`config.mk`:
```
export PLATFORM = sky130hd
export DESIGN_NAME = load_store_unit
export DESIGN_NICKNAME = d
export VERILOG_FILES = /design/src/rtl/rv_mem_pkg.sv /design/src/rtl/lsu_align.sv /design/src/rtl/load_store_unit.sv
export SDC_FILE = /design/constraint.sdc
export NUM_CORES = 1
export LEC_CHECK = 0
export ABC_CLOCK_PERIOD_IN_PS = 10100
export CORE_UTILIZATION = 51
export DETAILED_ROUTE_END_ITERATION = 6
export GPL_ROUTABILITY_DRIVEN = 0
export HOLD_SLACK_MARGIN = 0.08
export PLACE_DENSITY_LB_ADDON = 0.05
export SETUP_SLACK_MARGIN = 0.15
export SLEW_MARGIN = 20
export SYNTH_ARGS = -nofsm -noshare
export SYNTH_HDL_FRONTEND = slang
export SYNTH_SLANG_ARGS = --single-unit
```
`constraint.sdc`:
```
create_clock -name clk -period 10.1 [get_ports clk]
set_clock_uncertainty 0.15 [all_clocks]
set_input_delay 2.02 -clock clk [delete_from_list [all_inputs] [get_ports clk]]
set_output_delay 2.02 -clock clk [all_outputs]
set_load 0.005 [all_outputs]
```
`src/rtl/rv_mem_pkg.sv`:
```
// Shared definitions for the data-memory access path: funct3 encodings,
// load/store unit state encoding and the request legality check.
package rv_mem_pkg;

  localparam int XLEN_DEFAULT = 32;

  localparam logic [2:0] F3_B  = 3'b000;
  localparam logic [2:0] F3_H  = 3'b001;
  localparam logic [2:0] F3_W  = 3'b010;
  localparam logic [2:0] F3_BU = 3'b100;
  localparam logic [2:0] F3_HU = 3'b101;

  typedef enum logic [2:0] {
    LSU_IDLE,
    LSU_LOAD,
    LSU_RMW_RD,
    LSU_STORE,
    LSU_RESP
  } lsu_state_t;

  // True when the request must be answered with an error and no memory access.
  function automatic logic req_is_bad(input logic we, input logic [2:0] funct3,
                                      input logic [1:0] offset);
    logic illegal;
    logic misaligned;
    illegal    = (funct3 == 3'b011) || (funct3 == 3'b110) || (funct3 == 3'b111) ||
                 (we && funct3[2]);
    misaligned = ((funct3 == F3_H || funct3 == F3_HU) && offset[0]) ||
                 ((funct3 == F3_W) && (offset != 2'b00));
    return illegal || misaligned;
  endfunction

endpackage

```
`src/rtl/lsu_align.sv`:
```
// Combinational lane logic: extracts and extends sub-word loads, and merges
// sub-word store data into an existing memory word.
module lsu_align
  import rv_mem_pkg::*;
#(
  parameter int XLEN = XLEN_DEFAULT
) (
  input  logic [2:0]      funct3,
  input  logic [1:0]      offset,
  input  logic [XLEN-1:0] rd_word,
  output logic [XLEN-1:0] load_data,
  input  logic [XLEN-1:0] old_word,
  input  logic [XLEN-1:0] wdata,
  output logic [XLEN-1:0] merged_word
);

  logic [7:0]  byte_lane;
  logic [15:0] half_lane;

  always_comb begin
    byte_lane = rd_word[{offset, 3'b000} +: 8];
    half_lane = offset[1] ? rd_word[31:16] : rd_word[15:0];
    case (funct3)
      F3_B:    load_data = {{24{byte_lane[7]}}, byte_lane};
      F3_BU:   load_data = {24'b0, byte_lane};
      F3_H:    load_data = {{16{half_lane[15]}}, half_lane};
      F3_HU:   load_data = {16'b0, half_lane};
      default: load_data = rd_word;
    endcase
  end

  // Each byte lane either takes the store data routed to it or keeps the old byte.
  generate
    for (genvar gi = 0; gi < 4; gi++) begin : g_lane
      localparam logic [1:0] LANE = 2'(gi);
      logic       hit;
      logic [7:0] src;

      assign hit = (funct3[1:0] == 2'b00) ? (offset == LANE) :
                   (funct3[1:0] == 2'b01) ? (offset[1] == LANE[1]) : 1'b1;
      assign src = (funct3[1:0] == 2'b00) ? wdata[7:0] :
                   (funct3[1:0] == 2'b01) ? wdata[8*(gi%2) +: 8] : wdata[8*gi +: 8];
      assign merged_word[8*gi +: 8] = hit ? src : old_word[8*gi +: 8];
    end
  endgenerate

endmodule

```
`src/rtl/load_store_unit.sv`:
```
// Single-outstanding load/store initiator for a word-only data memory;
// sub-word stores are done as read-modify-write.
module load_store_unit
  import rv_mem_pkg::*;
#(
  parameter int XLEN = XLEN_DEFAULT
) (
  input  logic            clk,
  input  logic            rst,
  input  logic            req_valid,
  output logic            req_ready,
  input  logic            req_we,
  input  logic [2:0]      req_funct3,
  input  logic [XLEN-1:0] req_addr,
  input  logic [XLEN-1:0] req_wdata,
  output logic            rsp_valid,
  output logic [XLEN-1:0] rsp_rdata,
  output logic            rsp_err,
  output logic [XLEN-1:0] mem_a,
  output logic            mem_we,
  output logic [XLEN-1:0] mem_wd,
  input  logic [XLEN-1:0] mem_rd
);

  lsu_state_t      state_reg, state_next;
  logic            we_reg;
  logic [2:0]      funct3_reg;
  logic [XLEN-1:0] addr_reg;
  logic [XLEN-1:0] wdata_reg;
  logic [XLEN-1:0] merge_reg;
  logic [XLEN-1:0] rsp_rdata_reg;
  logic            rsp_err_reg;

  logic            accept;
  logic            bad;
  logic [XLEN-1:0] word_addr;
  logic [XLEN-1:0] load_data;
  logic [XLEN-1:0] merged_word;

  assign accept    = req_valid && (state_reg == LSU_IDLE);
  assign bad       = req_is_bad(req_we, req_funct3, req_addr[1:0]);
  assign word_addr = {addr_reg[XLEN-1:2], 2'b00};
  assign rsp_rdata = rsp_rdata_reg;
  assign rsp_err   = rsp_err_reg;

  lsu_align #(.XLEN(XLEN)) u_align (
    .funct3      (funct3_reg),
    .offset      (addr_reg[1:0]),
    .rd_word     (mem_rd),
    .load_data   (load_data),
    .old_word    (merge_reg),
    .wdata       (wdata_reg),
    .merged_word (merged_word)
  );

  always_ff @(posedge clk or posedge rst) begin
    if (rst) state_reg <= LSU_IDLE;
    else     state_reg <= state_next;
  end

  always_ff @(posedge clk or posedge rst) begin
    if (rst) begin
      we_reg        <= 1'b0;
      funct3_reg    <= 3'b000;
      addr_reg      <= '0;
      wdata_reg     <= '0;
      merge_reg     <= '0;
      rsp_rdata_reg <= '0;
      rsp_err_reg   <= 1'b0;
    end else begin
      if (accept) begin
        we_reg        <= req_we;
        funct3_reg    <= req_funct3;
        addr_reg      <= req_addr;
        wdata_reg     <= req_wdata;
        rsp_rdata_reg <= '0;
        // An error is known at accept and goes straight to RESP.
        rsp_err_reg   <= bad;
      end
      if (state_reg == LSU_LOAD)   rsp_rdata_reg <= load_data;
      if (state_reg == LSU_RMW_RD) merge_reg     <= mem_rd;
    end
  end

  always_comb begin
    state_next = state_reg;
    req_ready  = 1'b0;
    rsp_valid  = 1'b0;
    mem_a      = '0;
    mem_we     = 1'b0;
    mem_wd     = '0;
    case (state_reg)
      LSU_IDLE: begin
        req_ready = 1'b1;
        if (req_valid) begin
          if (bad)                     state_next = LSU_RESP;
          else if (!req_we)            state_next = LSU_LOAD;
          else if (req_funct3 == F3_W) state_next = LSU_STORE;
          else                         state_next = LSU_RMW_RD;
        end
      end
      LSU_LOAD: begin
        mem_a      = word_addr;
        state_next = LSU_RESP;
      end
      LSU_RMW_RD: begin
        mem_a      = word_addr;
        state_next = LSU_STORE;
      end
      LSU_STORE: begin
        mem_a      = word_addr;
        mem_we     = 1'b1;
        mem_wd     = (funct3_reg == F3_W) ? wdata_reg : merged_word;
        state_next = LSU_RESP;
      end
      LSU_RESP: begin
        rsp_valid  = 1'b1;
        state_next = LSU_IDLE;
      end
      default: state_next = LSU_IDLE;
    endcase
  end

endmodule

```
==> impl_results.md <==
* Largest cells by area after synthesis: dfrtp_1 52%, nand2_1 12%, mux2_2 7.8%, mux2i_1 3.2%, and2_1 3.1%
* Antenna cells at 0
* Fmax achieved at 0.1888 GHz
* Fin Setup TNS at 0 ns
* I/O pins at 203
* Nets at 964
* Vias in the first global route at 5755
* Die area at 0.01325 sq mm
* Syn Std Cell Area at 0.006525 sq mm
* Worst-Margin Slew at 0.8969 ns
* Worst min path class: reg -> reg
* Post-CTS Resized at 0
* Synth-to-Final Area Change at 39.31%
* Most common cell after layout, fill and taps aside: nand2_1
* Syn Inst Count at 684
* Pre-CTS setup slack at 5.304 ns
* Final Power at 2642 uW
* Port Buffers at 200
* Clk sinks at 135
* Avg Vias per Cell at 5.640
* CTS tree: built
* DRC at 0
* Max-Cap Viols at 0
* Placed cell count at 1010
* Commonest non-fill, non-tap cells in the layout: 213 x nand2_1, 200 x clkdlybuf4s50_1, 135 x dfrtp_1
* Slew Limit Fails at 0
* Layout cells sized above 1 at 10.19%
* Cell taking the most area after synthesis: dfrtp_1
* Critical Path RT at 7.93 ns
* FF-to-FF path depth at 4
* Pre-antenna DRT Iters at 5
* Remaining antenna violation count after routing at 0
* Largest net degree at the start of global routing at 85
* CP startpoint: funct3_reg[0]
* Post-synth EDFFs at 0
* CTS buffer count at 17
* Post-synth ARST share at 100.0%
* Row Count at 40
* Fin util at 74.13%
* CTS Buffer Depth at 2
* Synth Register Bits at 135
* Unique masters post-synth at 45
* Relative slew slack at 39.81%
* Element type at the critical path end: primary output
* Final number of setup-violating endpoints at 0
* Global-route wire length before repair at 29.67 mm
* Post-CTS setup buffer count at 0
* Pwr dens at 290.6 mW/mm^2
* Synth warn at 0
* Cell Count, Final, Fillers Out at 1041
* P_leak at 0.004114 uW
* Root Buffer: clkbuf_16
* GRT Residual Overflow at 0
* RSZ-0062 raised after global routing: no
* Clock slew at reported path FFs at 0.05 ns
* Initial DRC Count at 537
* Post-synth top area share at 51.77%
* Crit-path max FO at 22
* Vias at 5871
* HPWL after DPL at 13.10 mm
* Initial core utilization at 53.21%
* HP Start: addr_reg[29]
* Status: finished clean
* # hold bufs at CTS at 0
* Critical path class: reg -> out
* Final worst path period share at 52.44%
* Main synth FF type: dfrtp_1
* Worst reg2reg startpoint: state_reg[0]
* Die Ht at 115.1 um
* Final hold vios at 0
* Initial antenna violation count at 0
* H-tree Lvls at 4
* Die Wd at 115.1 um
* Core Box Area at 0.01226 sq mm
* CP Data Arrival Time at 3.13 ns
* Syn avg cell area at 9.539 sq um
* GRT Total Usage at 29.69%
* Peak VDD IR at 0.1320 mV
* Hold Crit Depth at 2
* Setup ws final at 4.804 ns
* Worst-skew pair later-pin latency at 0.42 ns
* Final min period at 5.296 ns
* Post-synthesis sequential area ratio at 51.77%
* Routed WL per cell at 17.98 um
* DRT Wirelength at 18.72 mm
* CP Launch Type: flip-flop
[final cells by class]
type	count	area (sq um)
multi-input combinational	493	2887
timing repair buffer	206	2051
inverter	8	32.53
sequential	135	3378
clock buffer	28	516.7
fill	928	3172
clock inverter	3	15.01
tap	168	210.2
[final timing paths]
| path | to | slack [ns] |
|---|---|---|
| max | mem_wd[16] | 4.80 |
| min | addr_reg[29] | 0.31 |
| min reg2reg | addr_reg[29] | 0.31 |
| max in group asynchronous | wdata_reg[20] | 6.74 |
| min in group asynchronous | addr_reg[20] | 1.90 |
| max reg2reg | wdata_reg[0] | 7.54 |
[per-layer routing]
metal,part of all wire [%],GRT usage [%],vias to the layer above
li1,-,-,2704
met1,43,40.28,2826
met2,46,45.26,306
met3,9.3,7.538,35
met4,2.5,13.07,0
met5,0,0,-
[per-stage QoR]
step | hold slack, ns | area (sq um)
after detailed placement | 0.3044 | 8544
after global routing | 0.3429 | 9090
after CTS | 0.3177 | 9076
after floorplan | 0.2874 | 6529
final | 0.3124 | 9090
after global placement | 0.2994 | 8544
[cells in the mapped netlist, types with 2 or more instances]
master and n:
inv_1 7, nor3_1 12, clkbuf_1 21, mux2i_1 21, o22ai_1 8, and3_1 5
a211oi_1 8, dfrtp_1 135, mux2_2 45, buf_4 9, a221oi_1 4, a221o_1 6
nand2_1 214, a21oi_1 27, a31oi_1 2, o21ai_0 28, buf_6 2, nand3_1 5
nor2b_1 2, a32oi_1 2, and2_1 32, o221ai_1 9, a22oi_1 18, nor2_1 19
buf_2 17, a22o_1 6, o31ai_1 2
[where the power goes]
group | leakage (uW) | internal [uW] | total (uW) | switching, uW
sequential | 0.00169 | 798 | 1020 | 225
clock | 0.000264 | 344 | 556 | 212
combinational | 0.00216 | 529 | 1060 | 534
[critical path: stages (launching register included)]
cell             delay [ns]
dfrtp_1                0.91
nand2b_1               0.45
nand2_2                0.29
mux2i_1                0.22
a211oi_1               0.29
clkdlybuf4s50_1        0.55
[logic make-up after synthesis]
group	Yosys count	synth area share (%)
simple gates	297	19.48
buf+inv	57	4.353
mux	67	11.33
compound gates	127	13.00
flops	135	51.77
other cells	1	0.05747
No activity file was read; power rests on OpenSTA's default activity.
